[src/rtl/reg_40xx_wr_arbiter.sv]
// reg_40xx_wr_arbiter: round-robin sharing of the two register-file write ports among NUM_REQ requesters.
// Define WRARB_OUT_REG_EN to register the wr0/wr1 port outputs (+1 cycle latency).
module reg_40xx_wr_arbiter #(
   parameter int NUM_REQ = 4,
   parameter int WIDTH   = 64
) (
   input  logic                     clk,
   input  logic                     rst_n,
   input  logic [NUM_REQ-1:0]       req_valid,
   input  logic [NUM_REQ*6-1:0]     req_addr,
   input  logic [NUM_REQ*WIDTH-1:0] req_data,
   output logic [NUM_REQ-1:0]       req_ready,
   output logic                     wr0_en,
   output logic [5:0]               wr0_addr,
   output logic [WIDTH-1:0]         wr0_data,
   output logic                     wr1_en,
   output logic [5:0]               wr1_addr,
   output logic [WIDTH-1:0]         wr1_data,
   output logic                     err_oor,
   output logic [7:0]               defer_cnt
);
   localparam int PW = $clog2(NUM_REQ);
   logic [PW-1:0]      ptr, ptr_nxt, i0, i1, last;
   logic               g0, g1, conflict;
   logic [5:0]         a0, a1, cur;
   logic [NUM_REQ-1:0] rdy, oor;
   logic [WIDTH-1:0]   d0, d1;
   logic               c_en0, c_en1;
   logic [5:0]         c_a0, c_a1;
   logic [WIDTH-1:0]   c_d0, c_d1;
   int                 j;
   // a conflict is a same-address request met while port 1 is still free
   always_comb begin
      g0 = 1'b0;
      g1 = 1'b0;
      conflict = 1'b0;
      i0 = '0;
      i1 = '0;
      a0 = '0;
      a1 = '0;
      rdy = '0;
      oor = '0;
      cur = '0;
      j = 0;
      for (int k = 0; k < NUM_REQ; k++) begin
         j = int'(ptr) + k;
         if (j >= NUM_REQ) j = j - NUM_REQ;
         cur = req_addr[6*j +: 6];
         if (req_valid[j]) begin
            if (cur >= 6'd40) begin
               oor[j] = 1'b1;
               rdy[j] = 1'b1;
            end else if (!g0) begin
               g0 = 1'b1;
               i0 = PW'(j);
               a0 = cur;
               rdy[j] = 1'b1;
            end else if (!g1) begin
               if (cur == a0) conflict = 1'b1;
               else begin
                  g1 = 1'b1;
                  i1 = PW'(j);
                  a1 = cur;
                  rdy[j] = 1'b1;
               end
            end
         end
      end
   end
   assign last    = g1 ? i1 : i0;
   assign ptr_nxt = !g0 ? ptr : (int'(last) == NUM_REQ-1 ? '0 : last + 1'b1);
   assign d0      = req_data[WIDTH*i0 +: WIDTH];
   assign d1      = req_data[WIDTH*i1 +: WIDTH];
   assign c_en0   = rst_n & g0;
   assign c_en1   = rst_n & g1;
   assign c_a0    = c_en0 ? a0 : '0;
   assign c_a1    = c_en1 ? a1 : '0;
   assign c_d0    = c_en0 ? d0 : '0;
   assign c_d1    = c_en1 ? d1 : '0;
   assign req_ready = rst_n ? rdy : '0;
   always_ff @(posedge clk or negedge rst_n) begin
      if (!rst_n) begin
         ptr       <= '0;
         err_oor   <= 1'b0;
         defer_cnt <= '0;
      end else begin
         ptr <= ptr_nxt;
         if (|oor) err_oor <= 1'b1;
         if (conflict && defer_cnt != 8'hff) defer_cnt <= defer_cnt + 8'd1;
      end
   end
`ifdef WRARB_OUT_REG_EN
   always_ff @(posedge clk or negedge rst_n) begin
      if (!rst_n) begin
         wr0_en   <= 1'b0;
         wr0_addr <= '0;
         wr0_data <= '0;
         wr1_en   <= 1'b0;
         wr1_addr <= '0;
         wr1_data <= '0;
      end else begin
         wr0_en   <= c_en0;
         wr0_addr <= c_a0;
         wr0_data <= c_d0;
         wr1_en   <= c_en1;
         wr1_addr <= c_a1;
         wr1_data <= c_d1;
      end
   end
`else
   assign wr0_en   = c_en0;
   assign wr0_addr = c_a0;
   assign wr0_data = c_d0;
   assign wr1_en   = c_en1;
   assign wr1_addr = c_a1;
   assign wr1_data = c_d1;
`endif
endmodule

[config.mk]
export PLATFORM = sky130hd
export DESIGN_NAME = reg_40xx_wr_arbiter
export DESIGN_NICKNAME = d
export VERILOG_FILES = /design/src/rtl/reg_40xx_wr_arbiter.sv
export SDC_FILE = /design/constraint.sdc
export NUM_CORES = 1
export LEC_CHECK = 0
export BUFFER_PORTS_ARGS = -buffer_cell sky130_fd_sc_hd__clkbuf_2
export CAP_MARGIN = 20
export CORE_AREA = 2 2 169 171
export CTS_CLUSTER_DIAMETER = 150
export CTS_CLUSTER_SIZE = 16
export DETAILED_ROUTE_END_ITERATION = 10
export DIE_AREA = 0 0 171 173
export PLACE_DENSITY = 0.55
export SLEW_MARGIN = 5
export SYNTH_ARGS = -nofsm -noshare
export SYNTH_HDL_FRONTEND = slang
export SYNTH_SLANG_ARGS = --single-unit
[constraint.sdc]
create_clock -name clk -period 5.7 [get_ports clk]
set_input_delay 0.285 -clock clk [delete_from_list [all_inputs] [get_ports clk]]
set_output_delay 0.285 -clock clk [all_outputs]
set_load 0.005 [all_outputs]
Yosys cells after proc, flatten, opt, wreduce, memory -nomap -nowiden. Index checks and enable logic that the tools add are counted.

Input port bits: 286. Register bits: 11. Output and inout port bits: 155. Word-level logic and storage cells: 197.

Multiply operators: 4. Shift-type cells: 6. Mux-type cells: 140. Reduce and logical (&&, ||, !) cells: 6. Add/subtract/negate cells: 9. Eq/ne operators: 5. Bitwise operators: 8. Magnitude comparators: 16.

Operator list (count): $shiftx 256x9->64 (2); $mux 6 (27); $ge 32x1->1 const B (4); $lt 32x4->1 const B (4); $mul 3x32->31 const A (4); $mux 32 (4); $mux 64 (2); $shiftx 24x32->6 (4); $mux 4 (24); $mux 2 (27); $mux 1 (48); $ge 6x6->1 const B (4); $or 4x4->4 (6); $eq 6x6->1 (3); $sub 3x3->4 const B (3); $ge 3x3->1 const B (3); $add 8x1->8 const B (1); $bmux 1 s2 (4); $demux 1 s2 (4); $ne 8x8->1 const B (1); $add 2x2->3 const B (2); $logic_and 1x1->1 (5); $reduce_or 4->1 (1); $sub 2x3->4 const B (1); other kinds (5) (6).

Logic depth before layout (Yosys ltp). Gate-level depths: netlist of run 1.

Word-level depth: 25. Mapped depth: 27. Depth with buffers taken out: 17.

Worst setup path after synthesis of run 1. No wires, ideal clock.

Path kind: register to output. Start: register ptr[0]. End: output wr1_data[44]. Path slack: -0.199 ns. Required time: 5.415 ns. Buffers on the path: 9. Data arrival time: 5.614 ns. Cell stages (with the launch flop): 27. Path through: dfrtp_1 -> buf_4 -> buf_6 -> buf_4 -> inv_1 -> ha_1 -> buf_2 -> clkinv_1 -> clkbuf_1 -> buf_1 -> nor3_1 -> ha_1 -> o21a_1 -> a311o_1 -> nor4_2 -> a31oi_1 -> a21o_1 -> buf_2 -> a31oi_1 -> xnor2_1 -> nand4_1 -> o21a_1 -> o311ai_4 -> buf_6 -> buf_4 -> mux2i_1 -> o22ai_1.

Word-level cells in the longest chain between the ends: 24. Elaborated cells between the ends (all ways): 87. Classes of those cells: 7 x add/sub; 4 x mul; 8 x order compare; 3 x eq/ne; 5 x shift; 59 x mux; 1 x bitwise.

Ends and longest elaborated chain: start, declared (RTL line 23) `logic [PW-1:0] ptr, ptr_nxt, i0, i1, last;`; start signal, assigned (RTL line 87) `ptr <= ptr_nxt;`; $sub 2x3->4 / $ge 2x3->1 (equally long branches) (RTL line 47) `if (j >= NUM_REQ) j = j - NUM_REQ;`; $mux 32 (RTL line 47); $mul 3x32->31 (RTL line 48) `cur = req_addr[6*j +: 6];`; $shiftx 24x32->6 (RTL line 48); $ge 6x6->1 (RTL line 50) `if (cur >= 6'd40) begin`; $mux 6 (RTL line 50); $mux 6 (RTL line 49) `if (req_valid[j]) begin`; $eq 6x6->1 (RTL line 59) `if (cur == a0) conflict = 1'b1;`; (+8 left out); $mux 2 (RTL line 49); $mux 2 (RTL line 59); $mux 2 (RTL line 58) `end else if (!g1) begin`; $mux 2 (RTL line 53) `end else if (!g0) begin`; $mux 2 (RTL line 50); $mux 2 (RTL line 49); $shiftx 256x9->64 (RTL line 73) `assign d1 = req_data[WIDTH*i1 +: WIDTH];`; $mux 64 (*) (RTL line 79) `assign c_d1 = c_en1 ? d1 : '0;`; end, declared (RTL line 18) `output logic [WIDTH-1:0] wr1_data,`.

Every way passes the cells marked *; elsewhere a longest branch is shown, timed or not. The select of a mux whose other input is x is not followed.

Worst setup path in the final report of run 1.
Start: register ptr[0]. End: output wr1_data[25].

The elaborated chain is that of the path after synthesis.

==> summary by stage, run 1 <==
Drt
The number of design-rule violations left by the first detailed-router iteration is 1287. The per-cell routed wire length is 27.4 um. The count of nets left with antenna violations once routing finished came out at 0.

The via count of the routed design is 10700. After detailed routing, the number of vias per cell comes to 5.94. Before antenna repair, the detailed router went through 8 iterations. The DRC violation count after routing is 0. The routed wire length is 49300 um.

Hold path
The tightest min-delay check is of the reg2reg type.

Floorplanning
The core box area is 27600 um^2. The vertical die dimension is 173 um. For this configuration, the core starts out at a cell density of 0.300. The number of cell rows is 61.

The floorplan step set the die width to 171 um. Pin placement for this block handled 441 I/O pins. The die covers 29600 um^2.

Clock network
The maximum root-to-sink buffer count is 2. Clock tree synthesis inserted a total of 3 buffers. The clock tree from TritonCTS is done. The number of sinks handled by clock tree synthesis is 11.

The number of levels in the clock H-tree is 1. After clock tree synthesis, the clock-pin slew on the worst setup and hold paths is 0.04 ns. At the later pin of the worst-skew pair, clock insertion delay measures 0.24 ns. The cell at the root of the clock tree is clkbuf_16.

Post-CTS timing repair inserted 0 buffers for setup.

Flow run
Across the run, the number of max-cap violations was 0.

Worst setup path
Counting both buffers and inverters, the worst setup path holds a total of 9. In this run the worst path has a maximum fanout of 30. The delay of the slowest cell on the worst path is 0.54 ns. In this design, the largest share of critical-path delay is due to buffers and inverters. The data arrival time of the worst path is 5.35 ns. The worst setup path is captured at an output pin. The type of the setup path with the least slack is reg2out. The endpoint required time on the critical path is 5.41 ns. The kind of start point of the critical path is a register. The cell with the biggest individual delay on the critical path is mux4_2. Traced cell by cell, the critical path runs through inv_1, ha_4, buf_12, buf_12, mux4_2, nand2b_1, o211a_1, nor4bb_1, a31oi_1, o32ai_1, buf_4, a311oi_4, buf_4, nor2_1, nand3_1, o311ai_4, buf_12, buf_12, mux2i_1, buf_4, o22ai_2, clkbuf_2.

The most repeated library cell on the critical path is buf_12.

GRT
The initial antenna violation count is 11. The number of global-route vias before repair is 10100. The total global routing overflow is 0. The global-route wire length before repair is 69300 um. The total global-route track usage is 0.314. Entering global routing, the biggest net connects 53 pins.

Logic synthesis
The post-synth design cell area is 8290 um^2. The synthesized-area fraction occupied by ao, oa, aoi and oai cells was 0.211. The mux contribution to synthesized area is 0.459. The share of flip-flops with an asynchronous set or reset is 1.00. The most used flip-flop cell after synthesis is dfrtp_1. Of the total synthesized cell area, the portion taken by AND, OR, NAND and NOR gates is 0.183. After synthesis the netlist holds a flip-flop and latch count of 11.

After synthesis, the mean cell area works out to 8.99 um^2. Counting every instance in the synthesized netlist gives 922. The number of distinct library cells after synthesis is 90. The xor and xnor area share after synthesis is 0.0264. The share of the Yosys chip area taken by registers is 0.0332.

The number of nets handed over by synthesis was 1219. During synthesis, Yosys emitted a total of 0 warnings. The fraction of the mapped netlist area in adder cells is 0.0166. The number of synthesized flops with an enable pin is 0.

By area, the combinational part of the netlist is dominated by multiplexers.

STA
The final clock skew is 0.00419 ns. Setup repair after global routing could not meet its margin everywhere. The slew at the pin closest to its max-slew limit is 1.05 ns.

The final critical path time including I/O delays and setup is 5.63 ns. Setup violations remaining at the end of the flow were counted as 0. Static timing analysis puts the maximum clock frequency at 178 MHz.

The share of the clock period used by the worst path is 0.988. The worst max-slew margin expressed relative to the limit is 0.295. The number of hold violations in the final report came to 0. The max-slew violation count is 0.

Placement
At the end of routability-driven placement, the weighted congestion stood at 0.973. In this run the tool buffered the top-level ports with 440 buffer cells. The HPWL after detailed placement is 40600 um.

Run status
The run finished with clean final reports.

Layout
The share of layout cells above drive strength 1 is 0.525. The post-layout net count is 1707. The area growth from synthesis to final layout is 46.4%. The final cell utilization of the core is 0.439.
## kinds of logic (layout without fill, tap and decap cells)
family / Yosys count / after routing
XOR/XNOR: 25 / 25
AO/OA/AOI/OAI: 228 / 228
buffers and inverters: 105 / 592
adder cells (fa/ha/maj): 11 / 11
flip-flops: 11 / 11
AND/OR/NAND/NOR: 277 / 277
other: 1 / 11
multiplexers: 264 / 264
## worst paths after layout
kind / cells past startpoint / startpoint / slack (ns) / to
min: 1 / err_oor$_DFFE_PN0P_ / 0.49 / err_oor$_DFFE_PN0P_
min in group asynchronous: 2 / rst_n / 0.56 / defer_cnt[2]$_DFFE_PN0P_
max reg2reg: 18 / ptr[0]$_DFFE_PN0N_ / 0.57 / defer_cnt[1]$_DFFE_PN0P_
min reg2reg: 1 / err_oor$_DFFE_PN0P_ / 0.49 / err_oor$_DFFE_PN0P_
max in group asynchronous: 2 / rst_n / 4.79 / ptr[0]$_DFFE_PN0N_
max: 22 / ptr[0]$_DFFE_PN0N_ / 0.07 / wr1_data[25]
## cell usage in the layout (no fill, tap or decap), types with 6 or more instances in the layout
cell type	n
o2bb2ai_1	7
and2_1	72
nor3_1	14
nor2b_1	9
a22o_1	6
xnor2_1	16
o22ai_1	42
clkbuf_16	6
o21a_1	7
a222oi_1	10
clkbuf_2	440
nor2_1	42
o22ai_4	7
nand2b_1	11
diode_2	10
mux2i_1	161
xor2_1	9
mux4_2	92
inv_1	11
o21ai_0	12
a211oi_1	6
nand3_1	21
a31oi_1	14
buf_12	16
a21o_1	8
o22ai_2	16
a21oi_1	20
nand2_1	48
ha_1	9
and3_1	12
dfrtp_1	10
nand3b_1	6
nand4_1	7
mux2_2	8
buf_4	114
## stage by stage
stage	std cells	TNS (ns)	area, um^2	setup slack (ns)	hold WS, ns
after detailed placement	1780	0	11700	0.162	0.243
after global routing	1796	-0.397	12100	-0.0605	0.505
after floorplan	922	0	8290	0.0215	-0.0106
final	1797	0	12100	0.0666	0.495
after CTS	1785	0	11900	0.0127	0.496
after global placement	1780	0	11700	0.126	0.238
## metal layers
metal,share of wire,vias up,track usage,wire length (um)
met1,0.45,5316,0.464,22000
met3,0.10,59,0.0829,4920
met4,0.021,2,0.0879,1040
met5,0.00026,-,0,13
met2,0.43,604,0.444,21300
li1,-,4702,-,-
## cell usage after synthesis (14+ instances only)
master    instances  area, um^2
clkbuf_1         23        86.3
and2_1           72         450
buf_2            42         210
nand3_1          22         110
o22ai_1          65         407
nand2_1          48         180
nor3_1           14        70.1
mux4_2           92        2070
nor2_1           42         158
a31oi_1          18         113
a21oi_1          21         105
xnor2_1          16         140
mux2i_1         162        1620
## registers in the layout, indices dropped and copies added (netlist names)
register / flops
defer_cnt: 8
ptr: 2
err_oor: 1
## worst reg2reg max path: cells and delay by family, from the launching register on
| kind | cells | cell delay, ns |
|---|---|---|
| fa+ha+maj | 1 | 0.37 |
| flops | 1 | 0.46 |
| mux | 2 | 0.87 |
| simple gates | 4 | 0.64 |
| compound gates | 6 | 1.78 |
| buf+inv | 5 | 0.89 |
## area by class of cell
cell class,count,area [um^2]
diodes,10,25.0
flip-flops and latches,11,279
clock buffers,4,78.8
multi-input cells,806,7760
well taps,378,473
repair buffers,575,3470
inverters,13,48.8
fillers,2874,15500
## timing repair
action                                  4_1_cts  5_1_grt
pin swaps                                     0        4
hold buffers                                  1        0
endpoints found under the setup margin       21      108
hold endpoints to repair                     11        0
resized for setup                            18       34
cloned                                        0        2
Power of run 1 is not shown: default switching activity piles up to over one toggle a cycle in this logic, so the estimate is an artifact.
==> inputs of run 2 (changes only) <==
--- a/config.mk
+++ b/config.mk
@@ -5,14 +5,16 @@
 export SDC_FILE = /design/constraint.sdc
 export NUM_CORES = 1
 export LEC_CHECK = 0
+export ABC_AREA = 1
 export BUFFER_PORTS_ARGS = -buffer_cell sky130_fd_sc_hd__clkbuf_2
 export CAP_MARGIN = 20
-export CORE_AREA = 2 2 169 171
+export CELL_PAD_IN_SITES_DETAIL_PLACEMENT = 2
+export CELL_PAD_IN_SITES_GLOBAL_PLACEMENT = 2
+export CORE_UTILIZATION = 19
 export CTS_CLUSTER_DIAMETER = 150
 export CTS_CLUSTER_SIZE = 16
 export DETAILED_ROUTE_END_ITERATION = 10
-export DIE_AREA = 0 0 171 173
-export PLACE_DENSITY = 0.55
+export PLACE_DENSITY = 0.75
 export SLEW_MARGIN = 5
 export SYNTH_ARGS = -nofsm -noshare
 export SYNTH_HDL_FRONTEND = slang
==> run 2 against run 1 <==
Utilization fell by 18 points; clock skew fell by 0.0025 ns; non-clock buffer count fell by 77; flip-flop and latch count did not move; routed wire length rose by 30%; first-iteration DRC count fell by 25%; register-to-register slack improved by 0.49 ns; critical endpoint is now wr0_data[16].
==> summary by stage, run 2 <==
Drt
The post-detailed-route via-to-cell ratio is 5.23. The number of iterations in the first detailed-routing pass is 5. The via count of the routed design is 14800.

The number of design-rule violations left by the first detailed-router iteration is 964. The post-detailed-route count of antenna-violating nets is 0. Dividing the detail-routed wire length by the instance count gives 22.7 um.

The DRC violation count after routing is 0. The routed wire length is 64000 um.

STA
For the pin with the worst max-slew slack, the measured transition is 0.651 ns. Across the routed clock network, the largest skew measured is 0.00171 ns. The worst hold slack across all endpoints is 0.462 ns. The number of hold violations in the final report is 0.

The final sum of negative setup slack is 0 ns. Static timing analysis puts the maximum clock frequency at 186 MHz. In the post-route analysis, the smallest setup slack over all paths is 0.332 ns.

Setup repair after global routing could not meet its margin everywhere. Headroom to the max-slew limit came out at 0.561. The worst path in the final design needs a cycle of 5.37 ns, including I/O delays and setup. The max-slew violation count is 0. The setup-violating endpoint count in the final report is 0. Dividing the final minimum period by the clock period gives 0.942.

Placement
The number of placed instances, taps included is 2800. The detailed-placement wirelength estimate is 50900 um. Prior to clock tree synthesis, the placed netlist has a worst setup slack of 0.309 ns. The number of I/O port buffers is 440. The final estimated routing congestion in global placement is 0.950.

GRT
For met2 alone, demand over resource in global routing was 0.430. The met3 track demand over resource in global routing is 0.0298. The number of global-route vias before repair is 15300. The initial antenna violation count is 12.

The total global-route track usage is 0.249. For met1 alone, demand over resource in global routing was 0.316. The first global-routing pass estimated 93600 um of wire. Entering global routing, the biggest net connects 137 pins. The layer carrying the most global-route usage is met2. Global routing finished with a remaining overflow of 0.

Logic synthesis
Synthesis produced 1840 cells. Of the synthesized area, sequential elements account for 0.0306. The area share of the largest cell type after synthesis is 0.208. The average footprint of a synthesized cell is 4.88 um^2. By area the synthesized netlist is led by nand2_1 (21%), nand3_1 (17%), nor2_1 (11%). In this run, synthesis produced a sequential element count of 11. The post-synth design cell area is 8980 um^2. The number of synthesized flops with an enable pin is 0.

After synthesis, the netlist uses 54 different library cells. The post-synthesis cell type with the largest combined area is nand2_1. By count the netlist is led by nand2_1 (498), nand3_1 (300), nor2_1 (254). The most used flip-flop cell after synthesis is dfrtp_1. During synthesis, Yosys emitted a total of 0 warnings. nand2_1 is the most common cell in the netlist. Counting flops with an async set or reset pin after synthesis yields a share of 1.00. The net count of the mapped netlist is 2137.

Floorplanning
The initial cell density of the core is 0.193. The horizontal die dimension is 219 um. The area enclosed by the die boundary is 48100 um^2. The vertical die dimension is 219 um.

The core region is 46600 um^2. The number of placed I/O pins is 441. The floorplan has 79 rows.

Flow run
Max-cap violations in this run came to 0.

Clock network
The number of levels in the clock H-tree is 1. The cell at the root of the clock tree is clkbuf_16. The total clock buffers created by CTS is 3.

The post-CTS repair timing setup buffer count is 0. The clock tree from TritonCTS is done. The number of sinks handled by clock tree synthesis is 11. Counting along the longest clock path gives a buffer depth of 2.

After clock tree synthesis, the clock-pin slew on the worst setup and hold paths is 0.04 ns. The later pin in the worst-skew pair is clocked with a latency of 0.25 ns.

Layout
In the final layout, the share of cells above drive strength 1 is 0.257. For this run, the post-layout net count is 2499. From synthesis to final layout, the design area changed by 33.5%.

The register with the most flip-flops in the layout has 8 of them. The number of standard cells in the layout, taps in and fillers out is 2821. The leading cell type in the layout, fill and taps excluded is nand2_1. The register with the most flip-flops in the final layout is defer_cnt. The largest registers in the layout are defer_cnt: 8 flops, ptr: 2 flops, err_oor: 1 flops.

Leaving out fill and tap cells, the most frequent cells in the layout are nand2_1 (495), clkbuf_2 (440), nand3_1 (300). The layout has 6075 filler cells.

Run status
The run finished with clean final reports.

Hold path
The min-delay analysis places its worst path in the category in2async.

Worst setup path
The data arrival time of the worst path is 5.08 ns. Data on the critical path is required at its endpoint by 5.41 ns. The kind of end point of the critical path is an output pin. The setup path with the least slack is of type reg2out.

Along the worst path, the maximum fanout reaches 44. The kind of start point of the critical path is a register.
## run 2: cell types whose count changed in the layout (fill, tap and decap cells not counted), sizes merged, moves of 12 or more
cell    change
mux2i     -163
and3       -12
mux4       -92
buf        -77
o21ai     +101
and2       -72
xnor2      -14
nand3     +281
inv       +151
nand2     +470
o22ai      -58
nor2      +216
a211oi     +59
a21oi     +142
## run 2: final cells by class
cell class / count / area, um^2 / share of cell area
Multi-Input combinational cell: 1524 / 7360 / 0.614
Timing Repair Buffer: 498 / 2860 / 0.239
Tap cell: 607 / 759 / 0.0633
Inverter: 164 / 623 / 0.0520
Sequential cell: 11 / 275 / 0.0230
Clock buffer: 4 / 78.8 / 0.00657
Antenna cell: 13 / 32.5 / 0.00271
## run 2: cell families after synthesis
family          Yosys count  share of synthesized area
compound gates          398                      0.260
xor+xnor                 10                    0.00975
fa+ha+maj                11                     0.0153
buf+inv                 305                      0.160
flops                    11                     0.0306
other cells               1                   0.000418
simple gates           1104                      0.524
## run 2: path summary, 6_finish.rpt
path / from / to / slack (ns) / cells after the start
min in group clk: defer_cnt[3]$_DFFE_PN0P_ / defer_cnt[3]$_DFFE_PN0P_ / 0.54 / 2
setup reg to reg: ptr[0]$_DFFE_PN0N_ / ptr[1]$_DFFE_PN0N_ / 1.06 / 24
setup / recovery: ptr[0]$_DFFE_PN0N_ / wr0_data[16] / 0.33 / 22
hold / removal: rst_n / defer_cnt[4]$_DFFE_PN0P_ / 0.46 / 2
hold reg to reg: defer_cnt[3]$_DFFE_PN0P_ / defer_cnt[3]$_DFFE_PN0P_ / 0.54 / 2
max in group asynchronous: rst_n / defer_cnt[7]$_DFFE_PN0P_ / 5.00 / 2
## run 2: per-stage QoR
step	util	cell area (um^2)
2_1_floorplan	-	8980
3_3_place_gp	0.251	11700
3_5_place_dp	0.251	11700
4_1_cts	0.253	11800
5_1_grt	0.257	12000
6_report	0.258	12000
## run 2: worst max-delay path: stages (launching register included)
cell      delay (ns)
dfrtp_1         0.39
inv_2           0.07
buf_4           0.19
ha_1            0.32
nand2_1         0.21
nor2_1          0.14
ha_1            0.15
inv_1           0.05
nor2_1          0.17
inv_1           0.06
nand2_1         0.21
nor2_1          0.10
a32oi_2         0.39
a21oi_1         0.16
nor2_1          0.28
nand2_1         0.15
buf_4           0.21
o21ai_4         0.34
buf_12          0.28
buf_12          0.25
a21oi_1         0.06
a211oi_1        0.38
clkbuf_2        0.20
## run 2: timing repair
item	in CTS	in global routing
resized for setup	0	22
endpoints found under the hold margin	11	0
endpoints found under the setup margin	0	116
hold buffers	1	0
## run 2: per-layer routing
layer  part of all wire  wire length, um
met5            0.00036               23
met4              0.037             2360
met3              0.055             3520
met2               0.48            30400
met1               0.43            27600
Power of run 2 is left out for the same reason.
